--- config.mk ---
export PLATFORM = sky130hd
export DESIGN_NAME = imm_rotate_encoder
export DESIGN_NICKNAME = d
export VERILOG_FILES = /design/src/rtl/arm_imm_pkg.sv /design/src/rtl/imm_fit_check.sv /design/src/rtl/imm_rotate_encoder.sv
export SDC_FILE = /design/constraint.sdc
export NUM_CORES = 1
export LEC_CHECK = 0
export CELL_PAD_IN_SITES_DETAIL_PLACEMENT = 1
export CELL_PAD_IN_SITES_GLOBAL_PLACEMENT = 2
export CORE_UTILIZATION = 32
export DETAILED_ROUTE_END_ITERATION = 10
export HOLD_SLACK_MARGIN = 0.08
export PLACE_DENSITY_LB_ADDON = 0.1
export SYNTH_ARGS = -nofsm -noshare
export SYNTH_HDL_FRONTEND = slang
export SYNTH_SLANG_ARGS = --single-unit
--- constraint.sdc ---
create_clock -name clk -period 2.2 [get_ports clk]
set_input_delay 0.44 -clock clk [delete_from_list [all_inputs] [get_ports clk]]
set_output_delay 0.44 -clock clk [all_outputs]
set_load 0.02 [all_outputs]
--- src/rtl/arm_imm_pkg.sv ---
// Shared definitions for ARM rotated-immediate encoding: FSM states, field widths, rotate helper.
// Optional build macro IMM_ENC_INVERT_EN adds the inverted-search state.
`default_nettype none

package arm_imm_pkg;

  localparam int ROT_W = 4;
  localparam int IMM_W = 8;

  typedef enum logic [1:0] {
    ST_IDLE       = 2'd0,
    ST_SEARCH     = 2'd1,
`ifdef IMM_ENC_INVERT_EN
    ST_SEARCH_INV = 2'd2,
`endif
    ST_RESP       = 2'd3
  } state_e;

  // Rotate left via a doubled word so a zero amount needs no special case.
  function automatic logic [31:0] rol32(input logic [31:0] value, input logic [4:0] amount);
    logic [63:0] dbl;
    dbl = {value, value} << amount;
    return dbl[63:32];
  endfunction

endpackage

`default_nettype wire

--- src/rtl/imm_fit_check.sv ---
// Combinational test of one rotation candidate: does ROL(value, 2*rot) fit in the low byte?
`default_nettype none

module imm_fit_check
  import arm_imm_pkg::*;
(
  input  logic [31:0]      value_i,
  input  logic [ROT_W-1:0] rot_i,
  output logic             hit_o,
  output logic [IMM_W-1:0] imm8_o
);

  logic [31:0] cand;

  assign cand   = rol32(value_i, {rot_i, 1'b0});
  assign hit_o  = (cand[31:IMM_W] == '0);
  assign imm8_o = cand[IMM_W-1:0];

endmodule

`default_nettype wire

--- src/rtl/imm_rotate_encoder.sv ---
// Sequential search for an ARM data-processing rotated-immediate encoding, one rotation per cycle.
// Build macro IMM_ENC_INVERT_EN enables a second pass on ~value (MVN/BIC form).
`default_nettype none

module imm_rotate_encoder
  import arm_imm_pkg::*;
(
  input  logic        clk,
  input  logic        reset,
  input  logic        in_valid,
  output logic        in_ready,
  input  logic [31:0] in_value,
  output logic        out_valid,
  input  logic        out_ready,
  output logic        out_found,
  output logic        out_inverted,
  output logic [11:0] out_data12
);

  state_e           state_q;
  logic [31:0]      value_q;
  logic [ROT_W-1:0] rot_q;
  logic             in_ready_q;
  logic             out_valid_q;
  logic             found_q;
  logic [11:0]      data_q;
`ifdef IMM_ENC_INVERT_EN
  logic             inverted_q;
`endif

  logic [31:0]      fit_value;
  logic             fit_hit;
  logic [IMM_W-1:0] fit_imm;

`ifdef IMM_ENC_INVERT_EN
  assign fit_value = (state_q == ST_SEARCH_INV) ? ~value_q : value_q;
`else
  assign fit_value = value_q;
`endif

  imm_fit_check u_fit (
    .value_i (fit_value),
    .rot_i   (rot_q),
    .hit_o   (fit_hit),
    .imm8_o  (fit_imm)
  );

  always_ff @(posedge clk or negedge reset) begin
    if (!reset) begin
      state_q     <= ST_IDLE;
      value_q     <= '0;
      rot_q       <= '0;
      in_ready_q  <= 1'b0;
      out_valid_q <= 1'b0;
      found_q     <= 1'b0;
      data_q      <= '0;
`ifdef IMM_ENC_INVERT_EN
      inverted_q  <= 1'b0;
`endif
    end else begin
      case (state_q)
        ST_IDLE: begin
          if (in_valid && in_ready_q) begin
            value_q    <= in_value;
            rot_q      <= '0;
            in_ready_q <= 1'b0;
            state_q    <= ST_SEARCH;
          end else begin
            in_ready_q <= 1'b1;
          end
        end

        ST_SEARCH: begin
          if (fit_hit) begin
            found_q <= 1'b1;
            data_q  <= {rot_q, fit_imm};
            state_q <= ST_RESP;
          end else if (rot_q == '1) begin
`ifdef IMM_ENC_INVERT_EN
            rot_q   <= '0;
            state_q <= ST_SEARCH_INV;
`else
            found_q <= 1'b0;
            data_q  <= '0;
            state_q <= ST_RESP;
`endif
          end else begin
            rot_q <= rot_q + 1'b1;
          end
        end

`ifdef IMM_ENC_INVERT_EN
        ST_SEARCH_INV: begin
          if (fit_hit) begin
            found_q    <= 1'b1;
            inverted_q <= 1'b1;
            data_q     <= {rot_q, fit_imm};
            state_q    <= ST_RESP;
          end else if (rot_q == '1) begin
            found_q    <= 1'b0;
            inverted_q <= 1'b0;
            data_q     <= '0;
            state_q    <= ST_RESP;
          end else begin
            rot_q <= rot_q + 1'b1;
          end
        end
`endif

        // The first RESP cycle only raises out_valid; the result is already latched.
        ST_RESP: begin
          if (!out_valid_q) begin
            out_valid_q <= 1'b1;
          end else if (out_ready) begin
            out_valid_q <= 1'b0;
            found_q     <= 1'b0;
            data_q      <= '0;
`ifdef IMM_ENC_INVERT_EN
            inverted_q  <= 1'b0;
`endif
            in_ready_q  <= 1'b1;
            state_q     <= ST_IDLE;
          end
        end

        default: state_q <= ST_IDLE;
      endcase
    end
  end

  assign in_ready   = in_ready_q;
  assign out_valid  = out_valid_q;
  assign out_found  = found_q;
  assign out_data12 = data_q;
`ifdef IMM_ENC_INVERT_EN
  assign out_inverted = inverted_q;
`else
  assign out_inverted = 1'b0;
`endif

endmodule

`default_nettype wire

# --- Yosys cells after proc, flatten, opt, wreduce, memory -nomap -nowiden ---
# Index checks and enable logic that the tools add are counted.
totals:
  in_bits: 36
  reg_bits: 53
  elab_cells: 55
  out_inout_bits: 16
classes:
  n_eq_ne: 9
  shift: 1
  addsub: 1
  n_reduce_logical: 11
  muxes: 26
op_table:
  columns: ["op", "count"]
  rows:
  - ["$shl A64 B5 Y64", 1]
  - ["$mux W12", 4]
  - ["$logic_not A24 Y1", 1]
  - ["$pmux W12 S2", 1]
  - ["$mux W4", 3]
  - ["$reduce_and A4 Y1", 3]
  - ["$mux W2", 5]
  - ["$ne A2 B2 Y1 const B", 5]
  - ["$mux W1", 9]
  - ["$pmux W4 S2", 1]
  - ["$pmux W2 S3", 1]
  - ["$reduce_bool A2 Y1", 3]
  - ["$add A4 B1 Y4 const B", 1]
  - ["$eq A4 B4 Y1 const B", 1]
  - ["$pmux W1 S2", 2]
  - ["$ne A3 B3 Y1 const B", 1]
  - ["$reduce_and A3 Y1", 1]
  - ["$eq A2 B1 Y1 const B", 1]
  - ["$eq A2 B2 Y1 const B", 1]
  - ["$logic_not A2 Y1", 1]
  - ["$reduce_and A2 Y1", 1]
  - ["$logic_and A1 B1 Y1", 1]

# --- Logic depth before layout (Yosys ltp) ---
# Gate-level depths: netlist of the first run.
logic_depth:
  word_depth: 4
  mapped_depth: 12
  ltp_nobuf: 7

# --- By module ---
# A second synthesis of the first run with hierarchy kept.
hier_totals:
  hier_cells: 327
  area_unflattened_um2: 3707.3
modules_own_cells:
  columns: ["module", "seq_area_each_um2", "area_per_inst_um2", "cells_per_inst", "n_inst"]
  rows:
  - ["imm_rotate_encoder", 1326.3, 2269.7, 141, 1]
  - ["imm_fit_check", 0.0, 1437.6, 186, 1]

# --- Least setup slack after synthesis of the first run ---
# Ideal clock, no wire load.
synth_path:
  kind: "register to register"
  startpoint: "reg rot_q[1]"
  endpoint: "reg data_q[10], in the netlist out_data12[10]"
  path_buffers: 2
  synth_period_minus_slack_ns: 2.327
  stages_incl_launch_ff: 10
  required_time_ns: 2.062
  setup_slack_ns: -0.127
  t_arrival_ns: 2.188
  setup_time_ns: 0.138
  cell_sequence: "dfrtp_1 buf_6 mux4_2 mux2i_1 o211ai_1 a2111o_1 o21ai_4 and2_4 buf_6 o221ai_2"
synth_via:
  elab_chain_len: 4
  word_cells_on_any_way: 7
  cone_classes: "2 x eq/ne; 1 x shift; 2 x mux; 2 x reduce/logical"
synth_rtl:
  columns: ["item", "line_no", "rtl"]
  rows:
  - ["start, declared", "imm_rotate_encoder.sv:22", "logic [ROT_W-1:0] rot_q;"]
  - ["start signal, assigned", "imm_rotate_encoder.sv:88", "rot_q <= rot_q + 1'b1;"]
  - ["$shl A64 B5 Y64", "arm_imm_pkg.sv:22", "dbl = {value, value} << amount;"]
  - ["$logic_not A24 Y1", "imm_fit_check.sv:16", "assign hit_o = (cand[31:IMM_W] == '0);"]
  - ["$ne A3 B3 Y1 (no source line) or $mux W12 (tied branches)", null, null]
  - ["$reduce_and A4 Y1 (no source line) or $pmux W12 S2 (tied branches)", null, null]
  - ["end signal, assigned", "imm_rotate_encoder.sv:76", "data_q <= {rot_q, fit_imm};"]
  - ["end, declared", "imm_rotate_encoder.sv:26", "logic [11:0] data_q;"]
# Parallel ways exist; a longest one is shown, timed or not.
# A chain may end at the register's enable or synchronous reset.

# --- Worst setup path after layout of the first run ---
layout_path:
  startpoint: "reg rot_q[1]"
  endpoint: "reg rot_q[2]"
layout_via:
  elab_chain_len: 4
  word_cells_on_any_way: 10
  cone_classes: "1 x add/sub; 3 x eq/ne; 1 x shift; 3 x mux; 2 x reduce/logical"
layout_rtl:
  columns: ["item", "line_no"]
  rows:
  - ["$shl A64 B5 Y64 or $add A4 B1 Y4 (tied branches)", "arm_imm_pkg.sv:22, imm_rotate_encoder.sv:88"]
  - ["$logic_not A24 Y1 or $mux W4 (tied branches)", "imm_fit_check.sv:16, imm_rotate_encoder.sv:78"]
  - ["$ne A2 B2 Y1 (no source line) or $mux W4 (tied branches)", null]
  - ["$reduce_and A4 Y1 (no source line) or $pmux W4 S2 (tied branches)", null]
# Parallel ways exist; a longest one is shown, timed or not. The select of a mux whose other input is x is not followed.

==> results of run 1 <==
-- cells in the final DEF (no fill, tap or decap), types with 11 or more instances in the layout --
cell               n
a21oi_1           11
buf_4            122
clkdlybuf4s50_1   49
dfrtp_1           51
mux2_2            39
mux2i_1           23
mux4_2            17
nand2_1           51
nand4_1           11
nor2_1            31
o21ai_0           13
-- power breakdown --
part	leakage (nW)	switching (mW)	internal (mW)	total (mW)
Clock	0.0738	0.385	0.425	0.810
Combinational	1.92	3.57	4.47	8.05
Sequential	0.643	0.691	1.43	2.12
-- cells by family (layout without fill, tap and decap cells) --
| group | after synthesis | count (layout) | share of synthesized area [%] |
|---|---|---|---|
| compound gates | 79 | 80 | 15.9 |
| fa+ha+maj | 1 | 1 | 0.316 |
| mux | 93 | 93 | 30.5 |
| buf+inv | 37 | 205 | 5.62 |
| simple gates | 123 | 124 | 14.2 |
| other cells | 1 | 1 | 0.0947 |
| flops | 53 | 53 | 33.5 |
-- stage by stage --
step	total power, mW	instances	setup TNS [ps]	hold slack [ps]	worst slack (ps)
2_1_floorplan	5.72	387	-738	144	-69.4
3_3_place_gp	8.64	670	-12090	470	-708
3_5_place_dp	8.74	670	-11190	482	-682
4_1_cts	10.5	707	-6460	140	-403
5_1_grt	11.7	725	-9250	166	-556
6_report	11.0	725	-7800	122	-489
-- critical path: stages (launching register included) --
cell      delay, ps
dfrtp_2         480
buf_12          170
buf_8           120
inv_8            50
buf_4           100
mux4_2          490
a32o_1          280
and3_4          230
buf_6           140
a2111o_1        390
o221a_2         120
-- state kept, by name, indices dropped and copies added, names as in the netlist --
signal,cells
fit_value,32
out_valid,1
in_ready,1
state_q,2
rot_q,4
out_data12,12
out_found,1
-- worst min path at each step --
| stage | slack (ps) | cells after the start | from | to |
|---|---|---|---|---|
| after floorplan | 140 | 0 | reset | fit_value[0]$_DFFE_PN0P_ |
| after CTS | 140 | 1 | reset | out_valid$_DFFE_PN0P_ |
| after global placement | 470 | 1 | reset | out_valid$_DFFE_PN0P_ |
| after detailed placement | 480 | 1 | reset | out_valid$_DFFE_PN0P_ |
| after global routing | 170 | 1 | reset | out_valid$_DFFE_PN0P_ |
| final | 120 | 1 | reset | out_valid$_DFFE_PN0P_ |
-- layer usage --
metal  GRT usage (%)  share of wire, %
met1            29.5                42
met2            40.9                50
met3            3.70               3.7
met4            11.2               3.8
met5               0                 0
-- repair_timing --
action / CTS / global route
pin swaps: 11 / 15
gates resized for setup: 37 / 22
setup endpoints to repair: 18 / 18
setup buffers: 24 / 18
cloned: 5 / 0
-- area by class of cell --
cell class,count,share of cell area (%)
clock buffers,5,2.06
clock inverters,3,0.371
inverters,4,0.371
multi-input cells,299,43.0
flip-flops and latches,53,21.9
well taps,168,3.46
repair buffers,193,28.9
==> results.ini, run 1 <==
[run_status]
status=finished with violations
failed_checks=negative setup slack

[detailed_routing]
drtAntennaViolNets=0
firstDrtPassIters=4
totalWireLength_mm=14.3
dr.first_iter.drc_count=224
routedWlPerCell_um=19.7
vias=3880
drcViolationCount=0
vias_per_cell=5.35

[setup_path]
critPathRequiredTime_ps=2400
worstSetupStartpoint=rot_q[1]$_DFFE_PN0P_
arrival_ps=2890
timing.rr.end=rot_q[2]$_DFFE_PN0P_
path_max_fanout=7
crit_path_end=rot_q[2]$_DFFE_PN0P_
reg2regPathDepth=10
crit_type=flip-flop to flip-flop
crit_path_start_kind=flip-flop
critPathCaptureType=flip-flop
worst-r2r-setup-slack_ps=-490
reg2reg_from=rot_q[1]$_DFFE_PN0P_

[clock_tree]
clockRootBuffer=clkbuf_16
cts_inserted_buffers=5
cts.htree.levels=2
clk_latency_ps=310
cts_hold_repair.buffers=0
path_clk_slew_ps=70
cts_tree=yes
cts_sinks=53
clk_path_buf_depth=2

[pwr]
peakVddDrop_uv=748
cellLeakagePower_nw=2.64
power_density_mw_per_mm2=1810

[global_routing]
grt_overflow_total=0
grt_max_degree=34
grt_pass1_wl_mm=23.3
antenna_found_initial=0
track_usage_pct=23.9
grt_pass1_vias=4221

[flow_run]
maxCapViolations=0

[synth]
yosysUniqueCellTypes=54
avgSynthCellArea_um2=10.2
yosys_warnings=0
ys_ff_latch=53
synth_edf_count=0
synth_area_leaders=dfrtp_1, mux2_2, mux4_2
yosys.area.top_type_share_pct=33.5
ys.flop_type=dfrtp_1
syn-num-nets=424
syn-cell-area_mm2=0.00396
synth_area_leader_cell=dfrtp_1
syn_inst=387
synth_commonest_cells=dfrtp_1, nand2_1, mux2_2
async_flop_share_pct=100
ys_seq_area_share_pct=33.5

[die]
rows=40
die_area_mm2=0.0128
ios=52
core_area_mm2=0.0121
fp.dieH_um=113
initial_utilization_pct=32.8
die_w_um=113

[timing]
rsz0062_at_grt=true
finalWorstSetupSlack_ps=-489
skew_ps=7.97
fin_crit_ps=2690
fmax_mhz=372
tightest_slew_ps=581
final-setup-viol-count=18
hold_viol_final=0
drv_slew=0
slew_headroom_pct=61.3
period_share_pct=122

[placement]
dpl-instance-area_mm2=0.00530
port_buffers=50
dp_hpwl_mm=10.5
gp_congestion=0.872

[layout]
syn_to_final_growth_pct=53.4
final_util_pct=50.4
nets=593
ff_latch_area_mm2=0.00133
drive_gt1_share_pct=47.2
multi_input_area_mm2=0.00261
stdcell_area_mm2=0.00608
n_fill_cell=1315
n_antenna_cell=0

[min_path]
hold_path_class=primary input to async pin

(Power assumes the default switching activity.)
==> run 2, diff against run 1 <==
--- a/config.mk
+++ b/config.mk
@@ -10,6 +10,7 @@
 export CORE_UTILIZATION = 32
 export DETAILED_ROUTE_END_ITERATION = 10
 export HOLD_SLACK_MARGIN = 0.08
+export MAX_ROUTING_LAYER = met4
 export PLACE_DENSITY_LB_ADDON = 0.1
 export SYNTH_ARGS = -nofsm -noshare
 export SYNTH_HDL_FRONTEND = slang
==> run 2 against run 1 <==
Non-clock buffer count shrank 21. Clock skew is essentially flat. The run still ends with negative setup slack left. Register-to-register slack worse by 20 ps. Largest cell class unchanged. Combinational power shrank 4.1%. Critical endpoint is now rot_q[1]$_DFFE_PN0P_. Cell area decreased by 3.5%.
==> results.ini, run 2 (synthesis results as in run 1) <==
[run_status]
status=finished with violations  ; unchanged
failed_checks=negative setup slack  ; unchanged

[layout]
final_util_pct=48.6  ; was 50.4%
n_fill_cell=1349  ; was 1315
ff_latch_area_mm2=0.00133  ; unchanged
final_common_cell=buf_4  ; unchanged
drive_gt1_share_pct=44.0  ; was 47.2%
final_cell_mix=buf_4, nand2_1, dfrtp_1  ; unchanged
multi_input_area_mm2=0.00258  ; was 0.00261 mm^2
n_antenna_cell=0  ; unchanged
stdcell_area_mm2=0.00586  ; was 0.00608 mm^2
syn_to_final_growth_pct=48.0  ; was 53.4%
largest_reg_flops=32  ; unchanged
nets=572  ; was 593

[timing]
finalWorstSetupSlack_ps=-514  ; was -489 ps
period_share_pct=123  ; was 122%
rsz0062_at_grt=true  ; unchanged
drv_slew=0  ; unchanged
slew_headroom_pct=64.3  ; was 61.3%
fin_crit_ps=2710  ; was 2690 ps
skew_ps=7.85  ; was 7.97 ps
final-setup-viol-count=18  ; unchanged
fin_tns_setup_ps=-7790  ; was -7800 ps
whs_ps=115  ; was 122 ps
fmax_mhz=369  ; was 372 MHz
hold_viol_final=0  ; unchanged
tightest_slew_ps=523  ; was 581 ps

[clock_tree]
clockRootBuffer=clkbuf_16  ; unchanged
cts.htree.levels=2  ; unchanged
path_clk_slew_ps=70  ; about the same
cts_tree=yes  ; unchanged
cts_sinks=53  ; unchanged
clk_path_buf_depth=2  ; unchanged
cts_inserted_buffers=5  ; unchanged
cts_hold_repair.buffers=0  ; unchanged
clk_latency_ps=300  ; was 310 ps

[min_path]
hold_path_class=primary input to async pin  ; unchanged

[setup_path]
arrival_ps=2900  ; was 2890 ps
critPathCaptureType=flip-flop  ; unchanged
crit_path_start_kind=flip-flop  ; unchanged
path_max_fanout=6  ; was 7
crit_type=flip-flop to flip-flop  ; unchanged
critPathRequiredTime_ps=2390  ; was 2400 ps
reg2regPathDepth=9  ; was 10

[die]
initial_utilization_pct=32.8  ; unchanged
ios=52  ; unchanged
die_w_um=113  ; unchanged
rows=40  ; unchanged
die_area_mm2=0.0128  ; unchanged
core_area_mm2=0.0121  ; unchanged
fp.dieH_um=113  ; unchanged

[global_routing]
track_usage_pct=23.1  ; was 23.9%
grt_overflow_total=0  ; unchanged
grt_pass1_vias=3887  ; was 4221
antenna_found_initial=0  ; unchanged
grt_max_degree=34  ; unchanged
grt_pass1_wl_mm=21.9  ; was 23.3 mm

[placement]
dp_hpwl_mm=10.7  ; was 10.5 mm
dpl-instance-area_mm2=0.00533  ; was 0.00530 mm^2
port_buffers=50  ; unchanged
gp_congestion=0.875  ; was 0.872
dpl_worst_slack_ps=-627  ; was -682 ps

[detailed_routing]
drtAntennaViolNets=0  ; unchanged
routedWlPerCell_um=19.9  ; was 19.7 um
totalWireLength_mm=14.0  ; was 14.3 mm
vias_per_cell=5.31  ; was 5.35
drcViolationCount=0  ; unchanged
vias=3739  ; was 3880
dr.first_iter.drc_count=156  ; was 224
firstDrtPassIters=4  ; unchanged

[flow_run]
maxCapViolations=0  ; unchanged

[pwr]
cellLeakagePower_nw=2.49  ; was 2.64 nW
peakVddDrop_uv=592  ; was 748 uV
power_density_mw_per_mm2=1820  ; was 1810 mW/mm^2

-- run 2: final timing paths --
kind | startpoint | endpoint | slack, ps
worst max-delay path | rot_q[1]$_DFFE_PN0P_ | rot_q[1]$_DFFE_PN0P_ | -510
worst min-delay path | reset | out_valid$_DFFE_PN0P_ | 120
worst max register to register | rot_q[1]$_DFFE_PN0P_ | rot_q[1]$_DFFE_PN0P_ | -510
worst min register to register | out_data12[11]$_DFFE_PN0P_ | out_data12[11]$_DFFE_PN0P_ | 530
max in group asynchronous | reset | fit_value[30]$_DFFE_PN0P_ | 1510
min in group clk | out_data12[11]$_DFFE_PN0P_ | out_data12[11]$_DFFE_PN0P_ | 530
-- run 2: worst max-delay path, cell delays in order (launching register included) --
cell and delay [ps]:
dfrtp_2 480, buf_12 170, buf_8 130, mux2i_4 180, mux4_2 520, o211ai_1 140
a2111o_1 290, o21ai_4 150, a21oi_2 200, mux2_4 330
-- run 2: area by class of cell --
| class | count | area share [%] |
|---|---|---|
| Clock inverter | 2 | 0.598 |
| Clock buffer | 6 | 2.20 |
| Tap cell | 168 | 3.59 |
| Inverter | 4 | 0.341 |
| Timing Repair Buffer | 172 | 26.7 |
| Multi-Input combinational cell | 299 | 43.9 |
| Sequential cell | 53 | 22.7 |
-- run 2: routing by layer --
metal | vias up | routed length [um] | share of wire (%) | global-route usage (%)
met1 | 1900 | 6220 | 44 | 28.6
met5 | - | 0 | 0 | -
met2 | 79 | 7110 | 51 | 39.1
met4 | 0 | 282 | 2.0 | 7.37
li1 | 1741 | - | - | -
met3 | 19 | 416 | 3.0 | 3.11
-- run 2: repair_timing --
| action | 4_1_cts | 5_1_grt |
|---|---|---|
| pin swaps | 6 | 21 |
| gates resized for setup | 19 | 21 |
| gates cloned | 3 | 2 |
| setup endpoints to repair | 18 | 18 |
| buffers inserted | 5 | 13 |
-- run 2: metrics by stage --
step / cells / power, mW
after detailed placement: 673 / 8.86
after global routing: 704 / 11.3
after floorplan: 387 / 5.72
final: 704 / 10.7
after CTS: 689 / 10.2
after global placement: 673 / 8.72
-- run 2: power breakdown --
group	total, mW	switching (mW)	leakage, nW	internal (mW)
logic	7.72	3.56	1.77	4.16
clock network	0.903	0.367	0.0808	0.536
registers	2.07	0.632	0.643	1.43
==> run 3, diff against run 2 <==
--- a/config.mk
+++ b/config.mk
@@ -7,7 +7,8 @@
 export LEC_CHECK = 0
 export CELL_PAD_IN_SITES_DETAIL_PLACEMENT = 1
 export CELL_PAD_IN_SITES_GLOBAL_PLACEMENT = 2
-export CORE_UTILIZATION = 32
+export CORE_UTILIZATION = 33
+export CTS_BUF_LIST = sky130_fd_sc_hd__clkbuf_2 sky130_fd_sc_hd__clkbuf_4 sky130_fd_sc_hd__clkbuf_8
 export DETAILED_ROUTE_END_ITERATION = 10
 export HOLD_SLACK_MARGIN = 0.08
 export MAX_ROUTING_LAYER = met4
==> run 3 against run 2 <==
The run ends with design-rule violations, negative setup slack left. Critical path type unchanged. Critical path depth is 3 higher. Clock power is 31% lower. Die area is 3.0% lower. Global-route usage is 1.3 points higher. First-iteration DRC count is 6.4% lower. Sequential share of layout area is 0.33 points higher. Fmax is 0.70% higher.
==> results.ini, run 3 (synthesis results as in run 1) <==
[clock_tree]
cts_tree=yes  ; unchanged
cts.htree.levels=2  ; unchanged
clockRootBuffer=clkbuf_8  ; was clkbuf_16
cts_sinks=53  ; unchanged
cts_inserted_buffers=5  ; unchanged
clk_path_buf_depth=2  ; unchanged
path_clk_slew_ps=110  ; was 70 ps
clk_latency_ps=350  ; was 300 ps

[layout]
largest_reg_flops=32  ; unchanged
final_common_cell=buf_4  ; unchanged
syn_to_final_growth_pct=45.7  ; was 48.0%
nets=575  ; was 572
stdcell_area_mm2=0.00577  ; was 0.00586 mm^2
final_cell_mix=buf_4, nand2_1, dfrtp_1  ; unchanged
n_antenna_cell=0  ; unchanged
drive_gt1_share_pct=43.6  ; was 44.0%

[die]
initial_utilization_pct=34.3  ; was 32.8%
fp.dieH_um=112  ; was 113 um
die_area_mm2=0.0124  ; was 0.0128 mm^2
die_w_um=112  ; was 113 um
ios=52  ; unchanged
core_area_mm2=0.0116  ; was 0.0121 mm^2
rows=39  ; was 40

[timing]
finalWorstSetupSlack_ps=-495  ; was -514 ps
period_share_pct=122  ; was 123%
fin_tns_setup_ps=-7220  ; was -7790 ps
final-setup-viol-count=18  ; unchanged
fmax_mhz=371  ; was 369 MHz
skew_ps=20.4  ; was 7.85 ps
fin_crit_ps=2690  ; was 2710 ps
hold_viol_final=0  ; unchanged
rsz0062_at_grt=true  ; unchanged
drv_slew=0  ; unchanged

[pwr]
p_seq_share_pct=20.6  ; was 19.3%
p_int_mw=5.85  ; was 6.13 mW
p_comb_share_pct=73.3  ; was 72.2%
power_density_mw_per_mm2=1780  ; was 1820 mW/mm^2
swShare_pct=43.0  ; was 42.6%
p_sw_mw=4.42  ; was 4.56 mW
clkPwrFrac_pct=6.0  ; was 8.4%
peakVddDrop_uv=747  ; was 592 uV
cellLeakagePower_nw=2.47  ; was 2.49 nW

[global_routing]
grt_overflow_total=0  ; unchanged
grtUsageMet3_pct=3.81  ; was 3.11%
antenna_found_initial=0  ; unchanged
track_usage_pct=24.4  ; was 23.1%
met1_usage_pct=31.0  ; was 28.6%
grt_pass1_wl_mm=22.7  ; was 21.9 mm
grt_max_degree=30  ; was 34
grt_pass1_vias=4039  ; was 3887
grt-busiest-layer=met2  ; unchanged
met2_usage_pct=39.9  ; was 39.1%

[setup_path]
crit_path_start_kind=flip-flop  ; unchanged
crit_type=flip-flop to flip-flop  ; unchanged
arrival_ps=2940  ; was 2900 ps
worst-r2r-setup-slack_ps=-490  ; was -510 ps
path_max_fanout=6  ; unchanged
crit_path_end=rot_q[2]$_DFFE_PN0P_  ; was rot_q[1]$_DFFE_PN0P_
critPathRequiredTime_ps=2450  ; was 2390 ps
critPathCaptureType=flip-flop  ; unchanged
worstSetupStartpoint=rot_q[1]$_DFFE_PN0P_  ; unchanged
reg2reg_from=rot_q[1]$_DFFE_PN0P_  ; unchanged
reg2regPathDepth=12  ; was 9
timing.rr.end=rot_q[2]$_DFFE_PN0P_  ; was rot_q[1]$_DFFE_PN0P_

[detailed_routing]
drtAntennaViolNets=0  ; unchanged
drcViolationCount=8  ; was 0
vias_per_cell=5.49  ; was 5.31
firstDrtPassIters=7  ; was 4
routedWlPerCell_um=19.9  ; about the same
totalWireLength_mm=13.6  ; was 14.0 mm
vias=3742  ; was 3739
dr.first_iter.drc_count=146  ; was 156

[placement]
gp_congestion=0.893  ; was 0.875
port_buffers=50  ; unchanged
dp_hpwl_mm=10.5  ; was 10.7 mm
dpl-instance-area_mm2=0.00527  ; was 0.00533 mm^2
dpl_worst_slack_ps=-571  ; was -627 ps

[min_path]
hold_path_class=primary input to async pin  ; unchanged

[run_status]
status=finished with violations  ; unchanged
failed_checks=design-rule violations, negative setup slack  ; was negative setup slack

[flow_run]
maxCapViolations=0  ; unchanged

run 3: cell count changes in the layout (fill, tap and decap cells not counted), moves of 2 or more:
cell / previous run / this run
mux2i_1: 21 / 23
clkbuf_16: 6 / 0
buf_6: 4 / 10
clkbuf_8: 0 / 5
mux2i_2: 5 / 3
clkbuf_4: 1 / 3
mux2_4: 6 / 4
run 3: layer usage:
layer | routed length [um] | vias up
li1 | - | 1754
met1 | 6240 | 1909
met2 | 6700 | 63
met3 | 395 | 16
met4 | 264 | 0
met5 | 0 | -
run 3: worst max-delay path: stages (launching register included):
cell,delay (ps)
dfrtp_2,440
buf_12,150
buf_4,130
buf_6,110
mux2i_1,130
mux4_2,500
o211ai_1,110
a2111o_1,190
o21ai_4,100
buf_6,140
buf_6,110
a2111o_1,350
o221a_2,120
run 3: timing repair:
action,in CTS,in global routing
endpoints found under the hold margin,11,0
gates cloned,3,0
buffers inserted,20,4
hold buffers,1,0
gates resized for setup,28,13
pin swaps,20,8
endpoints found under the setup margin,18,18
run 3: power groups by stage:
stage / clock network, mW / logic [mW] / registers, mW
after floorplan: 0 / 3.76 / 1.97
after global placement: 0 / 6.46 / 2.13
after detailed placement: 0 / 6.55 / 2.14
after CTS: 0.654 / 7.34 / 2.11
after global routing: 0.690 / 8.11 / 2.19
final: 0.621 / 7.53 / 2.12
run 3: worst min path at each step:
stage	end	cells past startpoint	startpoint	slack [ps]
final	out_data12[5]$_DFFE_PN0P_	2	reset	530
after global routing	out_data12[5]$_DFFE_PN0P_	2	reset	540
after CTS	out_data12[5]$_DFFE_PN0P_	2	reset	520
after detailed placement	out_data12[0]$_DFFE_PN0P_	1	reset	380
after global placement	out_data12[0]$_DFFE_PN0P_	1	reset	370
after floorplan	fit_value[0]$_DFFE_PN0P_	0	reset	140
run 3: area by class of cell:
type,instances,area (um^2)
multi-input cells,298,2550
fillers,1300,5790
flip-flops and latches,53,1330
clock buffers,8,91.3
well taps,143,179
inverters,4,27.5
repair buffers,176,1590
run 3: per-stage QoR:
| step | instances | hold slack (ps) | power (mW) | util, % |
|---|---|---|---|---|
| final | 682 | 531 | 10.3 | 49.9 |
| after global routing | 682 | 537 | 11.0 | 49.9 |
| after CTS | 678 | 521 | 10.1 | 49.2 |
| after detailed placement | 646 | 376 | 8.70 | 45.5 |
| after global placement | 646 | 371 | 8.59 | 45.5 |
| after floorplan | 387 | 144 | 5.72 | - |
